==> src/rtl/loader_pkg.sv <==
// Shared types for the UART program loader.
// Parser states and the frame sync byte.
package loader_pkg;

  typedef enum logic [2:0] {
    IDLE,
    LEN,
    HI,
    LO,
    WRITE,
    CSUM
  } ldr_state_t;

  localparam logic [7:0] SYNC_BYTE = 8'hA5;

endpackage

==> src/rtl/uart_rx_byte.sv <==
// 8N1 UART receiver with 2-FF synchronizer.
// Pulses valid or frame_err at the stop-bit centre.
module uart_rx_byte #(
  parameter int CLK_HZ = 27_000_000,
  parameter int BAUD   = 115200
) (
  input  logic       clk,
  input  logic       rst,
  input  logic       uart_rx,
  output logic [7:0] data,
  output logic       valid,
  output logic       frame_err
);

  localparam int CPB  = CLK_HZ / BAUD;
  localparam int HALF = CPB / 2;
  localparam int CW   = $clog2(CPB + 1);

  typedef enum logic [1:0] {
    RX_IDLE,
    RX_START,
    RX_DATA,
    RX_STOP
  } rx_state_t;

  rx_state_t   st;
  logic        s1, s2, s3;
  logic [CW-1:0] cnt;
  logic [2:0]  bit_idx;
  logic [7:0]  shreg;

  // Synchronize the line; s3 is the previous sample for edge detect.
  always_ff @(posedge clk) begin
    if (rst) begin
      s1 <= 1'b1;
      s2 <= 1'b1;
      s3 <= 1'b1;
    end else begin
      s1 <= uart_rx;
      s2 <= s1;
      s3 <= s2;
    end
  end

  // Bit timing and deserialization.
  always_ff @(posedge clk) begin
    if (rst) begin
      st        <= RX_IDLE;
      cnt       <= '0;
      bit_idx   <= '0;
      shreg     <= '0;
      data      <= '0;
      valid     <= 1'b0;
      frame_err <= 1'b0;
    end else begin
      valid     <= 1'b0;
      frame_err <= 1'b0;
      unique case (st)
        RX_IDLE: begin
          cnt <= '0;
          if (s3 && !s2) st <= RX_START;
        end
        RX_START: begin
          if (cnt == CW'(HALF - 1)) begin
            cnt     <= '0;
            bit_idx <= '0;
            st      <= s2 ? RX_IDLE : RX_DATA;
          end else begin
            cnt <= cnt + 1'b1;
          end
        end
        RX_DATA: begin
          if (cnt == CW'(CPB - 1)) begin
            cnt   <= '0;
            shreg <= {s2, shreg[7:1]};
            if (bit_idx == 3'd7) st <= RX_STOP;
            else bit_idx <= bit_idx + 1'b1;
          end else begin
            cnt <= cnt + 1'b1;
          end
        end
        RX_STOP: begin
          if (cnt == CW'(CPB - 1)) begin
            cnt <= '0;
            st  <= RX_IDLE;
            if (s2) begin
              valid <= 1'b1;
              data  <= shreg;
            end else begin
              frame_err <= 1'b1;
            end
          end else begin
            cnt <= cnt + 1'b1;
          end
        end
        default: st <= RX_IDLE;
      endcase
    end
  end

endmodule

==> src/rtl/uart_prog_loader.sv <==
// Loads a checksummed program image from UART into BSRAM.
// Holds boot_mode until a good frame has been accepted.
module uart_prog_loader
  import loader_pkg::*;
#(
  parameter int CLK_HZ      = 27_000_000,
  parameter int BAUD        = 115200,
  parameter int ADDR_W      = 11,
  parameter int TIMEOUT_CYC = 2_700_000
) (
  input  logic              clk,
  input  logic              rst,
  input  logic              uart_rx,
  output logic [ADDR_W-1:0] mem_addr,
  output logic [15:0]       mem_din,
  output logic              mem_we,
  output logic              boot_mode,
  output logic              done,
  output logic              err
);

  localparam int TW = $clog2(TIMEOUT_CYC + 1);

  ldr_state_t  state;
  logic [7:0]  rx_data;
  logic        rx_valid;
  logic        rx_ferr;
  logic [7:0]  n_words;
  logic [8:0]  wcnt;
  logic [7:0]  hi_byte;
  logic [7:0]  acc;
  logic [TW-1:0] to_cnt;
  logic        waiting;
  logic        to_hit;

  uart_rx_byte #(
    .CLK_HZ(CLK_HZ),
    .BAUD  (BAUD)
  ) u_rx (
    .clk      (clk),
    .rst      (rst),
    .uart_rx  (uart_rx),
    .data     (rx_data),
    .valid    (rx_valid),
    .frame_err(rx_ferr)
  );

  assign waiting = (state == LEN) || (state == HI) ||
                   (state == LO) || (state == CSUM);
  assign to_hit  = waiting && !rx_valid &&
                   (to_cnt >= TW'(TIMEOUT_CYC - 1));

  // Saturating idle-gap counter, cleared by each byte.
  always_ff @(posedge clk) begin
    if (rst || rx_valid || !waiting) to_cnt <= '0;
    else if (to_cnt != TW'(TIMEOUT_CYC)) to_cnt <= to_cnt + 1'b1;
  end

  // Frame parser with registered memory and status outputs.
  always_ff @(posedge clk) begin
    if (rst) begin
      state     <= IDLE;
      mem_addr  <= '0;
      mem_din   <= '0;
      mem_we    <= 1'b0;
      boot_mode <= 1'b1;
      done      <= 1'b0;
      err       <= 1'b0;
      n_words   <= '0;
      wcnt      <= '0;
      hi_byte   <= '0;
      acc       <= '0;
    end else begin
      mem_we <= 1'b0;
      done   <= 1'b0;
      if (rx_ferr) begin
        err   <= 1'b1;
        state <= IDLE;
      end else if (to_hit) begin
        err   <= 1'b1;
        state <= IDLE;
      end else begin
        unique case (state)
          IDLE: if (rx_valid && rx_data == SYNC_BYTE) begin
            state     <= LEN;
            boot_mode <= 1'b1;
            err       <= 1'b0;
            mem_addr  <= '0;
            acc       <= '0;
            wcnt      <= '0;
          end
          LEN: if (rx_valid) begin
            n_words <= rx_data;
            state   <= (rx_data != 8'd0) ? HI : CSUM;
          end
          HI: if (rx_valid) begin
            hi_byte <= rx_data;
            acc     <= acc ^ rx_data;
            state   <= LO;
          end
          LO: if (rx_valid) begin
            mem_din <= {hi_byte, rx_data};
            acc     <= acc ^ rx_data;
            mem_we  <= 1'b1;
            state   <= WRITE;
          end
          WRITE: begin
            mem_addr <= mem_addr + 1'b1;
            wcnt     <= wcnt + 9'd1;
            if (wcnt + 9'd1 == {1'b0, n_words}) state <= CSUM;
            else state <= HI;
          end
          CSUM: if (rx_valid) begin
            if (rx_data == acc) begin
              done      <= 1'b1;
              boot_mode <= 1'b0;
            end else begin
              err <= 1'b1;
            end
            state <= IDLE;
          end
          default: state <= IDLE;
        endcase
      end
    end
  end

endmodule

==> config.mk <==
export PLATFORM = sky130hd
export DESIGN_NAME = uart_prog_loader
export DESIGN_NICKNAME = d
export VERILOG_FILES = /design/src/rtl/loader_pkg.sv /design/src/rtl/uart_rx_byte.sv /design/src/rtl/uart_prog_loader.sv
export SDC_FILE = /design/constraint.sdc
export NUM_CORES = 1
export LEC_CHECK = 0
export BUFFER_PORTS_ARGS = -buffer_cell sky130_fd_sc_hd__buf_2
export CORE_MARGIN = 5
export CORE_UTILIZATION = 56
export DETAILED_ROUTE_END_ITERATION = 7
export MAX_ROUTING_LAYER = met4
export PLACE_DENSITY = 0.71
export SYNTH_ARGS = -nofsm -noshare
export SYNTH_HDL_FRONTEND = slang
export SYNTH_SLANG_ARGS = --single-unit
==> constraint.sdc <==
create_clock -name clk -period 2.2 [get_ports clk]
set_input_delay 0.66 -clock clk [delete_from_list [all_inputs] [get_ports clk]]
set_output_delay 0.66 -clock clk [all_outputs]
set_load 0.05 [all_outputs]
# --- Word level (Yosys, flattened, before mapping) ---
# Index checks and enable logic that the tools add are counted.
op_classes:
  n_eq_ne: 31
  n_addsub: 5
  n_reduce_logical: 38
  n_lt_le_gt_ge: 1
  n_div: 0
  bitwise_logic: 8
  mul: 0
  shifts: 0
  n_mux: 43
op_table:
  columns: ["op", "count"]
  rows:
  - ["8-bit two-way mux", 4]
  - ["3-bit two-way mux", 10]
  - ["8-bit case mux with 3 select lines", 1]
  - ["4-bit AND reduction", 6]
  - ["22-bit by 1-bit adder with 22-bit output (second input constant)", 1]
  - ["22-bit >= comparator (second input constant)", 1]
  - ["2-bit by 1-bit != test with 1-bit output (second input constant)", 11]
  - ["22-bit != test (second input constant)", 1]
  - ["11-bit case mux with 2 select lines", 1]
  - ["3-bit case mux with 6 select lines", 1]
  - ["9-bit case mux with 2 select lines", 1]
  - ["8-bit == test (second input constant)", 2]
  - ["8-bit case mux with 2 select lines", 1]
  - ["5-bit AND reduction", 3]
  - ["1-bit two-way mux", 12]
  - ["2-bit two-way mux", 6]
  - ["11-bit by 1-bit adder with 11-bit output (second input constant)", 1]
  - ["11-bit two-way mux", 1]
  - ["9-bit by 1-bit adder with 9-bit output (second input constant)", 1]
  - ["3-bit == test (second input constant)", 3]
  - ["9-bit by 8-bit == test with 1-bit output", 1]
  - ["9-bit two-way mux", 1]
  - ["8-bit by 1-bit adder with 8-bit output (second input constant)", 1]
  - ["8-bit by 7-bit == test with 1-bit output (second input constant)", 1]
  - ["other kinds (29)", 54]
totals:
  ramBits: 0
  mem_bits_ro: 0
  input_bits: 3
  out_inout_bits: 31
  wordCells: 148
  reg_bits: 123
  latchBits: 0
  memories: 0

# --- Depth between registers and ports, before layout ---
depth:
  depth_word: 8
  ltp_mapped: 8
  mapped_depth_nobuf: 8

# --- By module ---
# From an unflattened synthesis, not the netlist that was laid out.
hier_totals:
  cells_unflattened: 682
  hier_area_um2: 6069.6
modules_own_cells:
  columns: ["module", "seq_area_each_um2", "cells_each", "area_per_inst_um2", "n_inst"]
  rows:
  - ["uart_prog_loader", 1781.7, 543, 4658.2, 1]
  - ["uart_rx_byte", 680.7, 139, 1411.4, 1]

# --- Worst setup path before layout ---
# Ideal clock, no wire load.
synth_timing:
  path_type: "register -> register"
  start: "register wcnt[0]"
  end: "register state[1]"
  period_less_slack_ns: 1.859
  stages_incl_launch_ff: 8
  t_required_ns: 2.085
  arrival_ns: 1.743
  slack_ns: 0.341
  setup_ns: 0.115
  n_path_buf: 0
  path_cell_list: "dfxtp_1 ha_1 and3_2 nand3_1 or3_1 a31oi_1 o211ai_1 nor3b_1"
synth_between:
  elab_chain_cells: 4
synth_rtl:
  columns: ["element", "line", "rtl"]
  rows:
  - ["start: declaration", "uart_prog_loader.sv:29", "logic [8:0] wcnt;"]
  - ["start signal: assignment", "uart_prog_loader.sv:109", "wcnt <= wcnt + 9'd1;"]
  - ["9-bit by 1-bit adder with 9-bit output", "uart_prog_loader.sv:110", "if (wcnt + 9'd1 == {1'b0, n_words}) state <= CSUM;"]
  - ["9-bit by 8-bit == test with 1-bit output", "uart_prog_loader.sv:110", null]
  - ["3-bit two-way mux", "uart_prog_loader.sv:110", null]
  - ["3-bit case mux with 6 select lines", "uart_prog_loader.sv:83", "unique case (state)"]
  - ["end signal: assignment", "uart_prog_loader.sv:94", "state <= (rx_data != 8'd0) ? HI : CSUM;"]
  - ["end: declaration", "uart_prog_loader.sv:24", "ldr_state_t state;"]
# Every way passes these cells.
# A chain may end at the register's enable or synchronous reset.

# --- Worst setup path after layout ---
layout_timing:
  start: "register u_rx.data[5]"
  end: "register acc[7]"
layout_between:
  elab_chain_cells: 4
layout_rtl:
  columns: ["element", "line", "rtl"]
  rows:
  - ["start: declaration", "uart_rx_byte.sv:10", "output logic [7:0] data,"]
  - ["start signal: assignment", "uart_rx_byte.sv:88", "data <= shreg;"]
  - ["8-bit == test", "uart_prog_loader.sv:84", "IDLE: if (rx_valid && rx_data == SYNC_BYTE) begin"]
  - ["1-bit logical AND", "uart_prog_loader.sv:84", null]
  - ["2-bit != test (no source line)", null, null]
  - ["5-bit AND reduction (no source line)", null, null]
  - ["end signal: assignment", "uart_prog_loader.sv:98", "acc <= acc ^ rx_data;"]
  - ["end signal: assignment", "uart_prog_loader.sv:103", "acc <= acc ^ rx_data;"]
  - ["end: declaration", "uart_prog_loader.sv:31", "logic [7:0] acc;"]
# Every way passes these cells.

==> results.toml <==
[synthesis]
synth_edf_count = 0
synth_top_area_share_pct = 43.46
yosysTopAreaCell = "dfxtp_1"
synth_area_per_cell_um2 = 8.597
yosys-top-cells-count = "123 x dfxtp_1, 113 x nor2_1, 61 x nand2_1"
synthFlopType = "dfxtp_1"
synth.cell_area_um2 = 5665
yosysWarnings = 0
netlist_top_cells_area = "dfxtp_1 43%, nor2_1 7.5%, mux2i_1 6.5%, xor2_1 4.5%, a21oi_1 4.2%"
seq_area_frac_synth_pct = 43.46
yosysMostFrequentCell = "dfxtp_1"
postSynthCellCount = 659
synthArstFlopShare_pct = 0
synth_cell_type_count = 64
syn-num-nets = 671
synth_seq_cells = 123

[floorplanning]
fp.dieW_um = 110.6
pin_count = 34
dieArea_um2 = 12230
start_util_pct = 57.70
die_y_um = 110.6
rows = 36
core_area_um2 = 9819

[drt]
drt_iter0_markers = 276
routedWlPerCell_um = 14.21
drtPass1Iterations = 5
antenna_left = 0
vias_per_cell = 5.548
route.vias.total = 4638
wl_um = 11880
drc = 0

[power]
switching_share_pct = 22.05
internal_power_w = 0.004059
combPwrFrac_pct = 2.2
ir_drop_v = 0.0005095
p_leak_nw = 2.589
total_power_w = 0.005207
p_clk_share_pct = 54.3
p_switching_w = 0.001148
seqPwrFrac_pct = 43.5
powerDensity_nw_per_um2 = 788.8

[sta]
rsz0062_at_grt = "no"
fmax_mhz = 492.6
fin_crit_ns = 2.030
finalCritPeriodShare_pct = 92.27
tightest_slew_ns = 0.6711
final.setup_skew_ns = 0.009913
report.final.slew_viol_count = 0
hold_viol = 0
setup_viol = 0
slew_headroom_pct = 55.26
fin_tns_setup_ns = 0

[finish]
area_delta_synth_final_pct = 16.52
diodes = 0
drive_above_1_share_pct = 15.36
nNetsFinal = 702
final_cell_count_no_fill = 836

[clocking]
clock_path_buffers = 2
path_clk_slew_ns = 0.06
cts_buffers = 17
insertion_delay_ns = 0.51
cts_hold_buf = 0
cts-root-buf = "clkbuf_8"
cts_tree = "yes"
htree_num_levels = 4
clkSinkCount = 123

[global_routing]
use_met3_pct = 5.963
overflow = 0
antenna_found_initial = 0
met1_usage_pct = 26.22
grtUsageMet2_pct = 32.93
grt_pass1_wl_um = 20950
grt.busiest_layer = "met2"
grt_pass1_vias = 4461
grt_usage_pct = 20.72
grt_max_degree = 70

[placement]
hpwl_um = 7994
place_inst = 804
port_buffers = 33
gp_congestion = 0.8180

[setup_path]
worstSetupPathType = "flop to flop"
end_kind = "flop"
arrival_ns = 2.46
worst-path-max-fanout = 9
cp-start-kind = "flop"
cp.required_ns = 2.63
rrSetupSlack_ns = 0.17

[run_status]
outcome = "finished, final reports clean"

[job]
max-cap-violations = 0

[worst_hold_path]
min_path_type = "input port to flop"
kinds of logic after synthesis:
family	synth area share [%]
AND/OR/NAND/NOR	25.64
XOR/XNOR	7.420
flip-flops	43.46
multiplexers	6.736
AO/OA/AOI/OAI	11.09
buffers and inverters	3.666
adder cells (fa/ha/maj)	1.988
stage by stage:
| step | util, % | area (um2) | setup WS, ns | hold WS, ns |
|---|---|---|---|---|
| after floorplan | - | 5665 | 0.3414 | 0.3895 |
| after global placement | 60.83 | 5973 | 0.1733 | 0.4110 |
| after detailed placement | 60.83 | 5973 | 0.08401 | 0.4127 |
| after CTS | 67.06 | 6585 | 0.07030 | 0.3198 |
| after global routing | 67.23 | 6601 | 0.008527 | 0.3202 |
| final | 67.23 | 6601 | 0.1701 | 0.3335 |
critical path, cell delays in order (launching register included):
cell and delay (ns):
dfxtp_1 0.42, and4_1 0.28, a31oi_4 0.26, nor3_1 0.10, o21ai_1 0.53, o21ai_0 0.18, a21oi_1 0.18
layer usage:
layer,vias to the layer above,routed length (um)
met2,114,5728
met1,2181,5471
li1,2335,-
met3,8,594
met4,0,87
met5,-,0
power by group through the flow:
stage	sequential (W)	clock [W]	combinational [W]
floorplan	0.00230	0	0.0000938
global placement	0.00231	0	0.000114
detailed placement	0.00231	0	0.000117
CTS	0.00226	0.00287	0.000118
global route	0.00227	0.00298	0.000132
finish	0.00226	0.00283	0.000117
flip-flops by register name, summed over array words and instances (netlist names), named ones only:
register and count:
wcnt 9, done 1, u_rx.bit_idx 3, state 3, u_rx.s1 1, u_rx.cnt 8
u_rx.s3 1, u_rx.valid 1, mem_addr 11, mem_we 1, hi_byte 8, to_cnt 22
acc 8, u_rx.shreg 8, boot_mode 1, mem_din 16, u_rx.frame_err 1, err 1
u_rx.data 8, u_rx.s2 1, n_words 8, u_rx.st 1
cell type report:
class,instances,area (um2)
clock inverter,14,183.9
fill,841,3218
timing repair buffer,51,300.3
sequential,123,2464
multi-input combinational,484,3010
tap,133,166.4
inverter,13,48.80
clock buffer,18,427.9
final timing paths:
check,start,to,cells after the start
worst max-delay path,u_rx.data[5],acc[7],6
worst min-delay path,uart_rx,u_rx.s1,2
worst max register to register,u_rx.data[5],acc[7],6
worst min register to register,u_rx.s1,u_rx.s2,1
cell usage in the layout (no fill, tap or decap), drive strengths merged, types with 2 or more instances in the layout:
cell type / instances
clkinvlp: 2
dfxtp: 123
nand3b: 3
inv: 18
nor4b: 2
and3b: 3
mux2i: 37
o21ai: 22
or3: 5
o31ai: 3
and2: 3
nor3: 20
a21oi: 48
bufinv: 3
nand2b: 7
a32oi: 2
a211oi: 3
and4: 2
nand4: 8
xor2: 29
a21o: 2
ha: 9
clkinv: 4
xnor2: 19
or4: 2
nand3: 26
a41o: 2
buf: 51
nor4: 12
clkbuf: 18
a22oi: 3
nor3b: 3
a31oi: 4
nor2: 113
nand2: 61
o211ai: 3
or2: 5
and3: 9
repair_timing:
item / 4_1_cts / 5_1_grt
setup endpoints to repair: 0 / 5
setup buffers: 0 / 0
endpoints found under the hold margin: 0 / 0
resized for setup: 0 / 4
Power figures use the tool's default switching activity.
